$ cat config.mk
export PLATFORM = sky130hd
export DESIGN_NAME = seq_stream_ctrl
export DESIGN_NICKNAME = d
export VERILOG_FILES = /design/src/rtl/seq_ctrl_pkg.sv /design/src/rtl/seq_tag_pipe.sv /design/src/rtl/seq_stream_ctrl.sv
export SDC_FILE = /design/constraint.sdc
export NUM_CORES = 1
export LEC_CHECK = 0
export CAP_MARGIN = 20
export CORE_ASPECT_RATIO = 0.8
export CORE_MARGIN = 4
export CORE_UTILIZATION = 25
export DETAILED_ROUTE_END_ITERATION = 16
export PLACE_DENSITY = 0.52
export REMOVE_ABC_BUFFERS = 1
export SYNTH_ARGS = -nofsm -noshare
export SYNTH_HDL_FRONTEND = slang
export SYNTH_SLANG_ARGS = --single-unit
$ cat constraint.sdc
create_clock -name clk -period 5.93 [get_ports clk]
set_clock_uncertainty 0.05 [all_clocks]
set_input_delay 1.186 -clock clk [delete_from_list [all_inputs] [get_ports clk]]
set_output_delay 1.186 -clock clk [all_outputs]
set_load 0.005 [all_outputs]
$ cat src/rtl/seq_ctrl_pkg.sv
// -----------------------------------------------------------------------------
// seq_ctrl_pkg
// Shared types and defaults for the sequence-detector stream controller.
//   seq_state_t : controller FSM state encoding
//   DEF_MAX_LEN : default maximum pattern length in bits
//   DEF_DET_LAT : default detector latency in clocks (legal 1..4)
//   len_width() : width able to hold 0..max_len
//   idx_width() : width able to hold a bit index 0..max_len-1
// -----------------------------------------------------------------------------
package seq_ctrl_pkg;

  localparam int unsigned DEF_MAX_LEN = 64;
  localparam int unsigned DEF_DET_LAT = 1;

  typedef enum logic [2:0] {
    ST_IDLE,
    ST_CLR,
    ST_SHIFT,
    ST_DRAIN,
    ST_DONE
  } seq_state_t;

  function automatic int unsigned len_width(input int unsigned max_len);
    return $clog2(max_len + 1);
  endfunction

  function automatic int unsigned idx_width(input int unsigned max_len);
    return (max_len > 1) ? $clog2(max_len) : 1;
  endfunction

endpackage

$ cat src/rtl/seq_tag_pipe.sv
// -----------------------------------------------------------------------------
// seq_tag_pipe
// DEPTH-stage delay line carrying {valid, index} alongside the detector so a
// hit can be attributed to the stream bit that completed it.
//   clk, rst        : clock, synchronous active-high reset
//   flush           : synchronous clear of every stage (and of the input)
//   in_vld, in_idx  : tag entering this cycle
//   out_vld, out_idx: tag emerging this cycle (entered DEPTH cycles ago)
// -----------------------------------------------------------------------------
module seq_tag_pipe #(
  parameter int unsigned DEPTH = 1,
  parameter int unsigned IDX_W = 6
) (
  input  logic             clk,
  input  logic             rst,
  input  logic             flush,
  input  logic             in_vld,
  input  logic [IDX_W-1:0] in_idx,
  output logic             out_vld,
  output logic [IDX_W-1:0] out_idx
);

  logic             vld_q [DEPTH];
  logic             vld_d [DEPTH];
  logic [IDX_W-1:0] idx_q [DEPTH];
  logic [IDX_W-1:0] idx_d [DEPTH];

  for (genvar gi = 0; gi < DEPTH; gi++) begin : g_stage
    if (gi == 0) begin : g_head
      assign vld_d[gi] = in_vld && !flush;
      assign idx_d[gi] = in_idx;
    end else begin : g_body
      assign vld_d[gi] = vld_q[gi-1] && !flush;
      assign idx_d[gi] = idx_q[gi-1];
    end
  end

  always_ff @(posedge clk) begin
    if (rst) begin
      for (int i = 0; i < int'(DEPTH); i++) begin
        vld_q[i] <= 1'b0;
        idx_q[i] <= '0;
      end
    end else begin
      for (int i = 0; i < int'(DEPTH); i++) begin
        vld_q[i] <= vld_d[i];
        idx_q[i] <= idx_d[i];
      end
    end
  end

  assign out_vld = vld_q[DEPTH-1];
  assign out_idx = idx_q[DEPTH-1];

endmodule

$ cat src/rtl/seq_stream_ctrl.sv
// -----------------------------------------------------------------------------
// seq_stream_ctrl
// Streams a stored pattern MSB-first into a serial sequence detector, then
// counts the detector's hit pulses and records the stream index of the first.
//   clk, rst       : clock, synchronous active-high reset
//   load           : capture pat_in / len_in (IDLE only; len clamped to MAX_LEN)
//   start          : begin a pass (IDLE only)
//   abort          : cancel a pass in CLR/SHIFT/DRAIN, no done pulse
//   busy           : high in CLR, SHIFT and DRAIN
//   done           : one-cycle pulse at the end of a completed pass
//   det_rst        : detector reset, high in CLR
//   det_din        : serial bit to the detector
//   det_dout       : detector hit flag, DET_LAT clocks after det_din
//   hit_cnt        : hits counted in the current or last pass
//   first_hit_idx  : stream index of the first hit (0 = first bit sent)
//   first_hit_vld  : first_hit_idx is meaningful
// All outputs are registered; each is computed from the next state.
// -----------------------------------------------------------------------------
module seq_stream_ctrl
  import seq_ctrl_pkg::*;
#(
  parameter int unsigned MAX_LEN = DEF_MAX_LEN,
  parameter int unsigned DET_LAT = DEF_DET_LAT,
  parameter int unsigned LEN_W   = len_width(MAX_LEN),
  parameter int unsigned IDX_W   = idx_width(MAX_LEN)
) (
  input  logic               clk,
  input  logic               rst,
  input  logic               load,
  input  logic [MAX_LEN-1:0] pat_in,
  input  logic [LEN_W-1:0]   len_in,
  input  logic               start,
  input  logic               abort,
  output logic               busy,
  output logic               done,
  output logic               det_rst,
  output logic               det_din,
  input  logic               det_dout,
  output logic [LEN_W-1:0]   hit_cnt,
  output logic [IDX_W-1:0]   first_hit_idx,
  output logic               first_hit_vld
);

  localparam logic [LEN_W-1:0] MAX_LEN_L = LEN_W'(MAX_LEN);
  localparam logic [LEN_W-1:0] ONE_L     = LEN_W'(1);

  seq_state_t         state_q, state_d;
  logic [MAX_LEN-1:0] pat_q, pat_d;
  logic [LEN_W-1:0]   len_q, len_d;
  // Remaining bits (including the one on det_din) in SHIFT; remaining
  // drain cycles in DRAIN.
  logic [LEN_W-1:0]   cnt_q, cnt_d;
  logic [LEN_W-1:0]   hit_cnt_q, hit_cnt_d;
  logic [IDX_W-1:0]   first_hit_idx_q, first_hit_idx_d;
  logic               first_hit_vld_q, first_hit_vld_d;
  logic               busy_q, busy_d;
  logic               done_q, done_d;
  logic               det_rst_q, det_rst_d;
  logic               det_din_q, det_din_d;

  logic               do_abort;
  logic               tag_in_vld;
  logic [IDX_W-1:0]   tag_in_idx;
  logic               tag_out_vld;
  logic [IDX_W-1:0]   tag_out_idx;

  assign do_abort   = abort && (state_q inside {ST_CLR, ST_SHIFT, ST_DRAIN});
  // The bit currently on det_din gets a tag; its index is bits already sent.
  assign tag_in_vld = (state_q == ST_SHIFT);
  assign tag_in_idx = IDX_W'(len_q - cnt_q);

  seq_tag_pipe #(
    .DEPTH (DET_LAT),
    .IDX_W (IDX_W)
  ) u_tag_pipe (
    .clk     (clk),
    .rst     (rst),
    .flush   (do_abort),
    .in_vld  (tag_in_vld),
    .in_idx  (tag_in_idx),
    .out_vld (tag_out_vld),
    .out_idx (tag_out_idx)
  );

  always_comb begin
    state_d         = state_q;
    pat_d           = pat_q;
    len_d           = len_q;
    cnt_d           = cnt_q;
    hit_cnt_d       = hit_cnt_q;
    first_hit_idx_d = first_hit_idx_q;
    first_hit_vld_d = first_hit_vld_q;
    det_din_d       = 1'b0;

    // Hit accounting; a hit emerging in the abort cycle is discarded so the
    // results freeze at the abort.
    if (tag_out_vld && det_dout && !do_abort) begin
      hit_cnt_d = hit_cnt_q + ONE_L;
      if (!first_hit_vld_q) begin
        first_hit_idx_d = tag_out_idx;
        first_hit_vld_d = 1'b1;
      end
    end

    case (state_q)
      ST_IDLE: begin
        if (load) begin
          pat_d = pat_in;
          len_d = (len_in > MAX_LEN_L) ? MAX_LEN_L : len_in;
        end
        if (start) begin
          state_d         = ST_CLR;
          hit_cnt_d       = '0;
          first_hit_idx_d = '0;
          first_hit_vld_d = 1'b0;
        end
      end
      ST_CLR: begin
        cnt_d = len_q;
        if (len_q == '0) begin
          state_d = ST_DONE;
        end else begin
          state_d   = ST_SHIFT;
          det_din_d = pat_q[IDX_W'(len_q - ONE_L)];
        end
      end
      ST_SHIFT: begin
        if (cnt_q > ONE_L) begin
          cnt_d     = cnt_q - ONE_L;
          // Next bit to send sits one below the current one.
          det_din_d = pat_q[IDX_W'(cnt_q - LEN_W'(2))];
        end else begin
          state_d = ST_DRAIN;
          cnt_d   = LEN_W'(DET_LAT);
        end
      end
      ST_DRAIN: begin
        if (cnt_q <= ONE_L) begin
          state_d = ST_DONE;
        end else begin
          cnt_d = cnt_q - ONE_L;
        end
      end
      ST_DONE: begin
        state_d = ST_IDLE;
      end
      default: begin
        state_d = ST_IDLE;
      end
    endcase

    if (do_abort) begin
      state_d   = ST_IDLE;
      det_din_d = 1'b0;
    end

    busy_d    = (state_d inside {ST_CLR, ST_SHIFT, ST_DRAIN});
    done_d    = (state_d == ST_DONE);
    det_rst_d = (state_d == ST_CLR);
  end

  always_ff @(posedge clk) begin
    if (rst) begin
      state_q         <= ST_IDLE;
      pat_q           <= '0;
      len_q           <= '0;
      cnt_q           <= '0;
      hit_cnt_q       <= '0;
      first_hit_idx_q <= '0;
      first_hit_vld_q <= 1'b0;
      busy_q          <= 1'b0;
      done_q          <= 1'b0;
      det_rst_q       <= 1'b0;
      det_din_q       <= 1'b0;
    end else begin
      state_q         <= state_d;
      pat_q           <= pat_d;
      len_q           <= len_d;
      cnt_q           <= cnt_d;
      hit_cnt_q       <= hit_cnt_d;
      first_hit_idx_q <= first_hit_idx_d;
      first_hit_vld_q <= first_hit_vld_d;
      busy_q          <= busy_d;
      done_q          <= done_d;
      det_rst_q       <= det_rst_d;
      det_din_q       <= det_din_d;
    end
  end

  assign busy          = busy_q;
  assign done          = done_q;
  assign det_rst       = det_rst_q;
  assign det_din       = det_din_q;
  assign hit_cnt       = hit_cnt_q;
  assign first_hit_idx = first_hit_idx_q;
  assign first_hit_vld = first_hit_vld_q;

endmodule

==> flow_summary.yaml, run 1 <==
floorplanning:
  rows: 48
  num_io_pins: 95
  die_h_microns: 140
  die_area_sq_um: 24300
  die_w_microns: 173
  initial_core_util: 0.254
  core-area_sq_um: 21500
timing:
  setup-violations-final: 0
  slew_headroom: 0.304
  fmax_ghz: 0.280
  setup_slack_ps: 2360
  setup_repair_after_global_routing_missed_its_margin: "no"
  hold_violations: 0
  min_period_ps: 3570
  final_max_slew_viol_count: 0
  finalSetupTns_ps: 0
  finalCritPeriodShare: 0.603
  worstMarginPinSlew_ps: 1040
routing:
  drt_iter0_markers: 287
  detail_routed_via_count_per_cell: 4.69
  drt-pass1-iter-count: 4
  route.detailed.wl_per_inst_microns: 15.2
  drcViolationCount: 0
  finalWirelength_mm: 14.6
  vias: 4497
  route.antenna.remaining_nets: 0
clocking:
  path_clk_slew_ps: 70
  cts.hold.buffers_added: 0
  buffers_from_clock_root_to_sink_at_most: 2
  cts_root_buf: "clkbuf_16"
  cts_num_sinks: 106
  post_cts_resized: 0
  cts.repair_timing.setup_buffer_count: 0
  clkLatencyLatePin_ps: 350
  cts_htree_levels: 3
  cts-buffers-inserted: 9
  cts_tree: "yes"
cells_and_area:
  ff_latch_area_sq_um: 2120
  final_layout_size_suffix_gt1_frac: 0.0966
  finalNetCount: 768
  antenna-diode-count: 0
  areaGrowthSynthToFinish_pct: 26.4
  num-fill-cells: 2299
  multi_input_area_sq_um: 3100
logic_synthesis:
  synth.top_cells.by_area: "dfxtp_1 (39%), mux4_2 (13%), nand2_1 (11%), a21oi_1 (7.3%), mux2i_1 (3.9%)"
  synth.ff_latch_count: 106
  synthesis.instances: 612
  synth_largest_area_cell: "dfxtp_1"
  seq_area_frac_synth: 0.389
  ys_types: 62
  synth_top_area_frac: 0.389
  syn-mean-instance-area_sq_um: 8.92
  yosys_warnings: 0
  combinational_family_with_the_most_area_after_synthesis: "simple AND/OR/NAND/NOR gates"
  synth.top_cells.by_count: "nand2_1 (157), dfxtp_1 (106), a21oi_1 (80)"
  share_of_synthesized_area_spent_on_multiplexers: 0.168
  simple_gate_area_share_of_the_yosys_netlist: 0.191
  synth_adder_area_share: 0.0289
  synthXorXnorAreaFrac: 0.0270
  most_instantiated_library_cell_after_synthesis: "nand2_1"
  synth_compound_gate_area_share: 0.151
  number_of_synthesized_flops_with_an_enable_pin: 0
  synth_flop_cell: "dfxtp_1"
  synthesis.area_sq_um: 5460
  async_flop_share: 0
worst_hold_path:
  holdCritStartpoint: "pat_q[45]"
  hold_path_end: "pat_q[45]"
  hold_path_depth: 2
  hold_path_class: "reg -> reg"
place:
  dpl.hpwl_mm: 10.7
  numPortBuffers: 94
  detailedPlace.worstSlack_ps: 2030
  routabilityCongestion: 0.818
grt:
  track_usage: 0.122
  initial_antenna_violation_count: 0
  global_route_wire_length_before_repair_mm: 23.9
  grt_pass1_vias: 4381
  grt_max_degree: 72
  grt-ovfl-total: 0
setup_path:
  startpoint: "cnt_q[1]"
  cp_data_required_time_ps: 6100
  reg2regPathDepth: 8
  ff2ff_setup_slack_ps: 2360
  critical_path.reg2reg.endpoint: "cnt_q[3]"
  worstPathMaxFanout: 17
  criticalPathCategory: "reg -> reg"
  critPathCaptureType: "flop"
  cp_data_arrival_time_ps: 3740
  worstSetupStartpointType: "flop"
  critical_path.reg2reg.startpoint: "cnt_q[1]"
power_and_ir_drop:
  power.static_leakage_nw: 2.46
  vdd_ir_drop_max_mv: 0.121
  power_mw: 1.96
  power-per-cell-area_nw_per_um2: 283
run_status:
  run_status: "finished clean"
run:
  max_cap_violations: 0
cell type report:
cell class                 instances  share of cell area
inverter                          11             0.00598
sequential                       106               0.308
clock inverter                     5              0.0114
multi-input combinational        452               0.450
tap                              275              0.0499
clock buffer                      10              0.0346
timing repair buffer              99               0.141
critical path, stage by stage (launching register included):
cell	delay [ps]
dfxtp_1	860
inv_2	320
ha_1	330
a21boi_2	200
o21a_1	340
a31oi_1	820
o21ai_0	250
a22oi_1	200
nor2_1	60
cells by family (layout without fill, tap and decap cells):
kind of cell / after synthesis / in the layout
xor+xnor: 16 / 16
fa+ha+maj: 12 / 12
simple gates: 238 / 238
flops: 106 / 106
compound gates: 133 / 133
buf+inv: 54 / 125
mux: 53 / 53
per-stage QoR:
stage           util  hold WS (ps)  area [sq um]  cells
3_5_place_dp   0.306           410          6580    942
2_1_floorplan      -           387          5260    569
3_3_place_gp   0.306           408          6580    942
4_1_cts        0.321           420          6890    957
5_1_grt        0.321           434          6900    958
6_report       0.321           417          6900    958
sequential cells by signal, indices dropped and copies added (netlist names), 3 cells and up:
signal and flops:
u_tag_pipe.idx_q 6, state_q 3, hit_cnt 7, cnt_q 7, len_q 7, first_hit_idx 6
pat_q 64
cells in the final DEF (no fill, tap or decap), types with 4 or more instances in the layout:
cell type,n
and3_1,5
ha_1,11
a22oi_1,6
mux2i_1,21
xor2_1,10
clkdlybuf4s50_1,93
nor2_1,33
nand2_1,157
dfxtp_1,106
nand3b_1,7
nor2b_1,4
inv_1,9
mux4_2,31
clkbuf_16,9
a21oi_1,80
buf_4,5
o21ai_1,5
o21ai_0,9
nor4_1,5
a32o_1,4
xnor2_1,5
nand3_1,4
where the power goes:
| part | internal [mW] | total [mW] | switching (mW) |
|---|---|---|---|
| clock network | 0.379 | 0.646 | 0.267 |
| registers | 0.772 | 0.839 | 0.0670 |
| logic | 0.228 | 0.471 | 0.243 |
| total | 1.38 | 1.96 | 0.577 |
worst max path at each step:
stage	slack [ps]	endpoint	cells after the start
5_1_grt	2030	cnt_q[3]	8
4_1_cts	2000	det_din	8
6_report	2360	cnt_q[3]	8
3_3_place_gp	2180	det_din	8
2_1_floorplan	2710	det_din	8
3_5_place_dp	2030	det_din	8
metal layers:
layer / wire length (microns) / vias up / track usage
li1: - / 2286 / -
met5: 0 / - / 0
met2: 5940 / 112 / 0.167
met4: 137 / 0 / 0.0277
met3: 842 / 9 / 0.0343
met1: 7650 / 2090 / 0.188
(Power assumes the default switching activity.)
==> run 2: changes to the inputs <==
--- a/config.mk
+++ b/config.mk
@@ -10,7 +10,7 @@
 export CORE_MARGIN = 4
 export CORE_UTILIZATION = 25
 export DETAILED_ROUTE_END_ITERATION = 16
-export PLACE_DENSITY = 0.52
+export PLACE_DENSITY = 0.53
 export REMOVE_ABC_BUFFERS = 1
 export SYNTH_ARGS = -nofsm -noshare
 export SYNTH_HDL_FRONTEND = slang
==> constraint.sdc (replaced) <==
create_clock -name clk -period 3.1 [get_ports clk]
set_clock_uncertainty 0.05 [all_clocks]
set_input_delay 0.62 -clock clk [delete_from_list [all_inputs] [get_ports clk]]
set_output_delay 0.62 -clock clk [all_outputs]
set_load 0.005 [all_outputs]
==> run 2 against run 1 <==
  * Power up 94%
  * Sequential power up 87%
  * Combinational power up 110%
  * Wire length up 2.5%
  * Global-route usage up 0.15 points
  * Fmax up 36%
  * Register-to-register slack worse by 1900 ps
==> flow_summary.yaml, run 2 (synthesis results as in run 1) <==
grt:
  grt_pass1_vias: 4468
  grt_max_degree: 72
  track_usage: 0.123
  grt-ovfl-total: 0
  global_route_wire_length_before_repair_mm: 24.4
  initial_antenna_violation_count: 1
setup_path:
  cp_data_arrival_time_ps: 2810
  startpoint: "cnt_q[2]"
  critPathTopFamily: "multiplexers"
  cp_cell_sequence: "inv_1, ha_1, xor2_1, buf_4, buf_4, mux4_2, mux2_2, o31ai_1, o41ai_1, o21a_1"
  criticalPathCategory: "reg -> reg"
  slowest_delay_ps: 390
  critical_path.reg2reg.startpoint: "cnt_q[2]"
  cp.buffers_inverters: 3
  critPathCaptureType: "flop"
  worstPathMaxFanout: 5
  worst_path_most_repeated_cell: "buf_4"
  worstSetupStartpointType: "flop"
  cp_data_required_time_ps: 3290
  crit_slowest_cell: "dfxtp_1"
power_and_ir_drop:
  power.static_leakage_nw: 2.52
  power_mw: 3.79
  vdd_ir_drop_max_mv: 0.230
  power-per-cell-area_nw_per_um2: 541
cells_and_area:
  biggest_register: "pat_q"
  mostFrequentLayoutCell: "nand2_1"
  num-fill-cells: 2302
  largest_reg_flops: 64
  final_design_area_no_fill_sq_um: 7010
  finish.utilization: 0.326
  fin_cells: 970
  layout.cells.most_common_list: "nand2_1 (157), dfxtp_1 (106), clkdlybuf4s50_1 (93)"
  areaGrowthSynthToFinish_pct: 28.4
  antenna-diode-count: 0
  finalNetCount: 779
  final_layout_size_suffix_gt1_frac: 0.109
timing:
  hold_violations: 0
  slew_headroom: 0.500
  final_max_slew_viol_count: 0
  hold_ws_ps: 420
  setup_slack_ps: 478
  min_period_ps: 2620
  worstMarginPinSlew_ps: 750
  setup-violations-final: 0
  finalSetupTns_ps: 0
  setup_repair_after_global_routing_missed_its_margin: "no"
  fmax_ghz: 0.381
  finalCritPeriodShare: 0.846
floorplanning:
  rows: 48
  initial_core_util: 0.254
  num_io_pins: 95
  core-area_sq_um: 21500
  die_w_microns: 173
  die_area_sq_um: 24300
  die_h_microns: 140
place:
  routabilityCongestion: 0.839
  dp_cells: 954
  dpl.hpwl_mm: 10.9
  post_dp_cell_area_sq_um: 6690
  numPortBuffers: 94
  detailedPlace.worstSlack_ps: 479
clocking:
  buffers_from_clock_root_to_sink_at_most: 2
  cts-buffers-inserted: 9
  cts_num_sinks: 106
  cts.repair_timing.setup_buffer_count: 0
  cts_root_buf: "clkbuf_16"
  cts.hold.buffers_added: 0
  clkLatencyLatePin_ps: 350
  post_cts_resized: 0
  cts_htree_levels: 3
  path_clk_slew_ps: 70
  cts_tree: "yes"
routing:
  route.antenna.remaining_nets: 0
  route.detailed.wl_per_inst_microns: 15.4
  vias: 4562
  detail_routed_via_count_per_cell: 4.70
  finalWirelength_mm: 14.9
  drt-pass1-iter-count: 5
  drcViolationCount: 0
  drt_iter0_markers: 327
worst_hold_path:
  holdCritStartpoint: "u_tag_pipe.idx_q[0][4]"
  hold_path_class: "reg -> reg"
run_status:
  run_status: "finished clean"
run:
  max_cap_violations: 0
==> run 2: power by group <==
part           total, mW  internal [mW]  switching [mW]
combinational      0.976          0.466           0.510
sequential          1.57           1.48          0.0981
clock               1.24          0.733           0.512
==> run 2: layout make-up <==
class | count | area, sq um | share of cell area
clock buffers | 12 | 246 | 0.0352
clock inverters | 4 | 73.8 | 0.0105
inverters | 11 | 41.3 | 0.00589
multi-input cells | 452 | 3100 | 0.442
flip-flops and latches | 106 | 2120 | 0.303
well taps | 275 | 344 | 0.0491
repair buffers | 110 | 1080 | 0.154
==> run 2: worst reg2reg max path, delay by kind of cell (launching register included) <==
family                     cells  cell delay, ps
xor gates and xnor gates       1             320
buffers and inverters          3             470
adders and majority gates      1             230
DFF                            1             390
AOI/OAI and AO/OA              3             490
muxes                          2             570
==> run 2: worst paths after layout <==
check | endpoint | slack (ps) | cells past startpoint
max | det_din | 480 | 10
min | first_hit_idx[4] | 420 | 2
max reg2reg | det_din | 480 | 10
min reg2reg | first_hit_idx[4] | 420 | 2
==> run 2: metal layers <==
metal / up-vias / track usage / share of wire
li1: 2310 / - / -
met1: 2118 / 0.190 / 0.54
met2: 120 / 0.172 / 0.40
met3: 12 / 0.0332 / 0.052
met4: 2 / 0.0264 / 0.0086
met5: - / 0 / 0.00047
==> run 3: changes to the inputs <==
==> constraint.sdc (replaced) <==
create_clock -name clk -period 2.2 [get_ports clk]
set_clock_uncertainty 0.05 [all_clocks]
set_input_delay 0.44 -clock clk [delete_from_list [all_inputs] [get_ports clk]]
set_output_delay 0.44 -clock clk [all_outputs]
set_load 0.005 [all_outputs]
==> run 3 against run 2 <==
  * Register-to-register slack got worse by 420 ps
  * First-iteration DRC count fell by 10%
  * Non-clock buffer count is 34 higher
==> flow_summary.yaml, run 3 (synthesis results as in run 1) <==
run_status:
  run_status: "finished clean"
clocking:
  cts_num_sinks: 106
  cts.hold.buffers_added: 0
  cts_tree: "yes"
  path_clk_slew_ps: 70
  cts_htree_levels: 3
  cts-buffers-inserted: 9
  clkLatencyLatePin_ps: 360
  cts_root_buf: "clkbuf_16"
  buffers_from_clock_root_to_sink_at_most: 2
cells_and_area:
  fin_cells: 1004
  antenna-diode-count: 0
  areaGrowthSynthToFinish_pct: 35.0
  final_design_area_no_fill_sq_um: 7370
  finalNetCount: 813
  num-fill-cells: 2242
  layout.cells.most_common_list: "nand2_1 (156), dfxtp_1 (101), clkdlybuf4s50_1 (93)"
  mostFrequentLayoutCell: "nand2_1"
  largest_reg_flops: 64
  final_layout_size_suffix_gt1_frac: 0.176
  biggest_register: "pat_q"
setup_path:
  criticalPathCategory: "reg -> reg"
  worstSetupStartpointType: "flop"
  cp_data_required_time_ps: 2450
  worstPathMaxFanout: 5
  ff2ff_setup_slack_ps: 60
  critPathCaptureType: "flop"
  cp_data_arrival_time_ps: 2390
routing:
  drt_iter0_markers: 294
  route.antenna.remaining_nets: 0
  detail_routed_via_count_per_cell: 4.69
  drcViolationCount: 0
  drt-pass1-iter-count: 4
  route.detailed.wl_per_inst_microns: 15.5
  vias: 4710
  finalWirelength_mm: 15.6
timing:
  fmax_ghz: 0.468
  setup_repair_after_global_routing_missed_its_margin: "yes"
  hold_violations: 0
  finalCritPeriodShare: 0.972
  setup-violations-final: 0
  final_max_slew_viol_count: 0
  finalSetupTns_ps: 0
  min_period_ps: 2140
  worstMarginPinSlew_ps: 627
  slew_headroom: 0.581
power_and_ir_drop:
  power-per-cell-area_nw_per_um2: 748
  vdd_ir_drop_max_mv: 0.373
  power.static_leakage_nw: 2.70
place:
  post_dp_cell_area_sq_um: 6950
  dp_cells: 987
  routabilityCongestion: 0.846
  numPortBuffers: 94
  dpl.hpwl_mm: 12.0
floorplanning:
  die_h_microns: 140
  initial_core_util: 0.254
  die_w_microns: 173
  num_io_pins: 95
  rows: 48
  core-area_sq_um: 21500
  die_area_sq_um: 24300
grt:
  grt_pass1_vias: 4645
  global_route_wire_length_before_repair_mm: 25.5
  grt_max_degree: 64
  grt-ovfl-total: 0
  track_usage: 0.132
  initial_antenna_violation_count: 1
run:
  max_cap_violations: 0
worst_hold_path:
  hold_path_class: "in -> reg"
[run 3: final cells by class]
type	count	area, sq um	share of cell area
inverter	11	41.3	0.00560
multi-input combinational	452	3180	0.431
clock buffer	11	243	0.0329
tap	275	344	0.0467
clock inverter	5	77.6	0.0105
sequential	106	2130	0.289
timing repair buffer	144	1360	0.184
[run 3: timing repair]
| action | CTS | global route |
|---|---|---|
| setup buffers | 0 | 1 |
| setup endpoints to repair | 1 | 5 |
| resized for setup | 3 | 21 |
| pin swaps | 1 | 5 |
| hold endpoints to repair | 0 | 0 |
[run 3: power breakdown]
part	internal (mW)	leakage (nW)	switching (mW)
logic	0.777	1.68	0.784
registers	2.08	0.869	0.128
clock network	1.03	0.156	0.715
[run 3: worst max-delay path, stage by stage (launching register included)]
cell,delay [ps]
dfxtp_2,320
inv_2,70
ha_4,150
xor2_2,150
buf_6,140
mux4_2,500
nand3b_1,150
o31ai_4,90
o41ai_2,310
o21a_1,140
[run 3: through the flow]
stage | util | setup slack (ps) | hold slack, ps | total power, mW
final | 0.343 | 62.6 | 305 | 5.51
after detailed placement | 0.323 | -83.5 | 407 | 3.76
after global routing | 0.343 | -3.41 | 297 | 5.83
after floorplan | - | -1020 | 387 | 3.11
after CTS | 0.339 | 16.8 | 295 | 5.52
after global placement | 0.323 | 9.33 | 404 | 3.76
[run 3: final timing paths]
check / from / to / cells after the start
worst max-delay path: cnt_q[2] / det_din / 9
worst min-delay path: rst / u_tag_pipe.vld_q[0] / 2
worst max register to register: cnt_q[2] / det_din / 9
worst min register to register: u_tag_pipe.idx_q[0][1] / first_hit_idx[1] / 2
[run 3: layer usage]
layer	vias to the layer above	global-route usage	routed length [microns]
li1	2369	-	-
met1	2213	0.200	8070
met2	111	0.181	6330
met3	15	0.0405	1020
met4	2	0.0298	161
met5	-	0	13
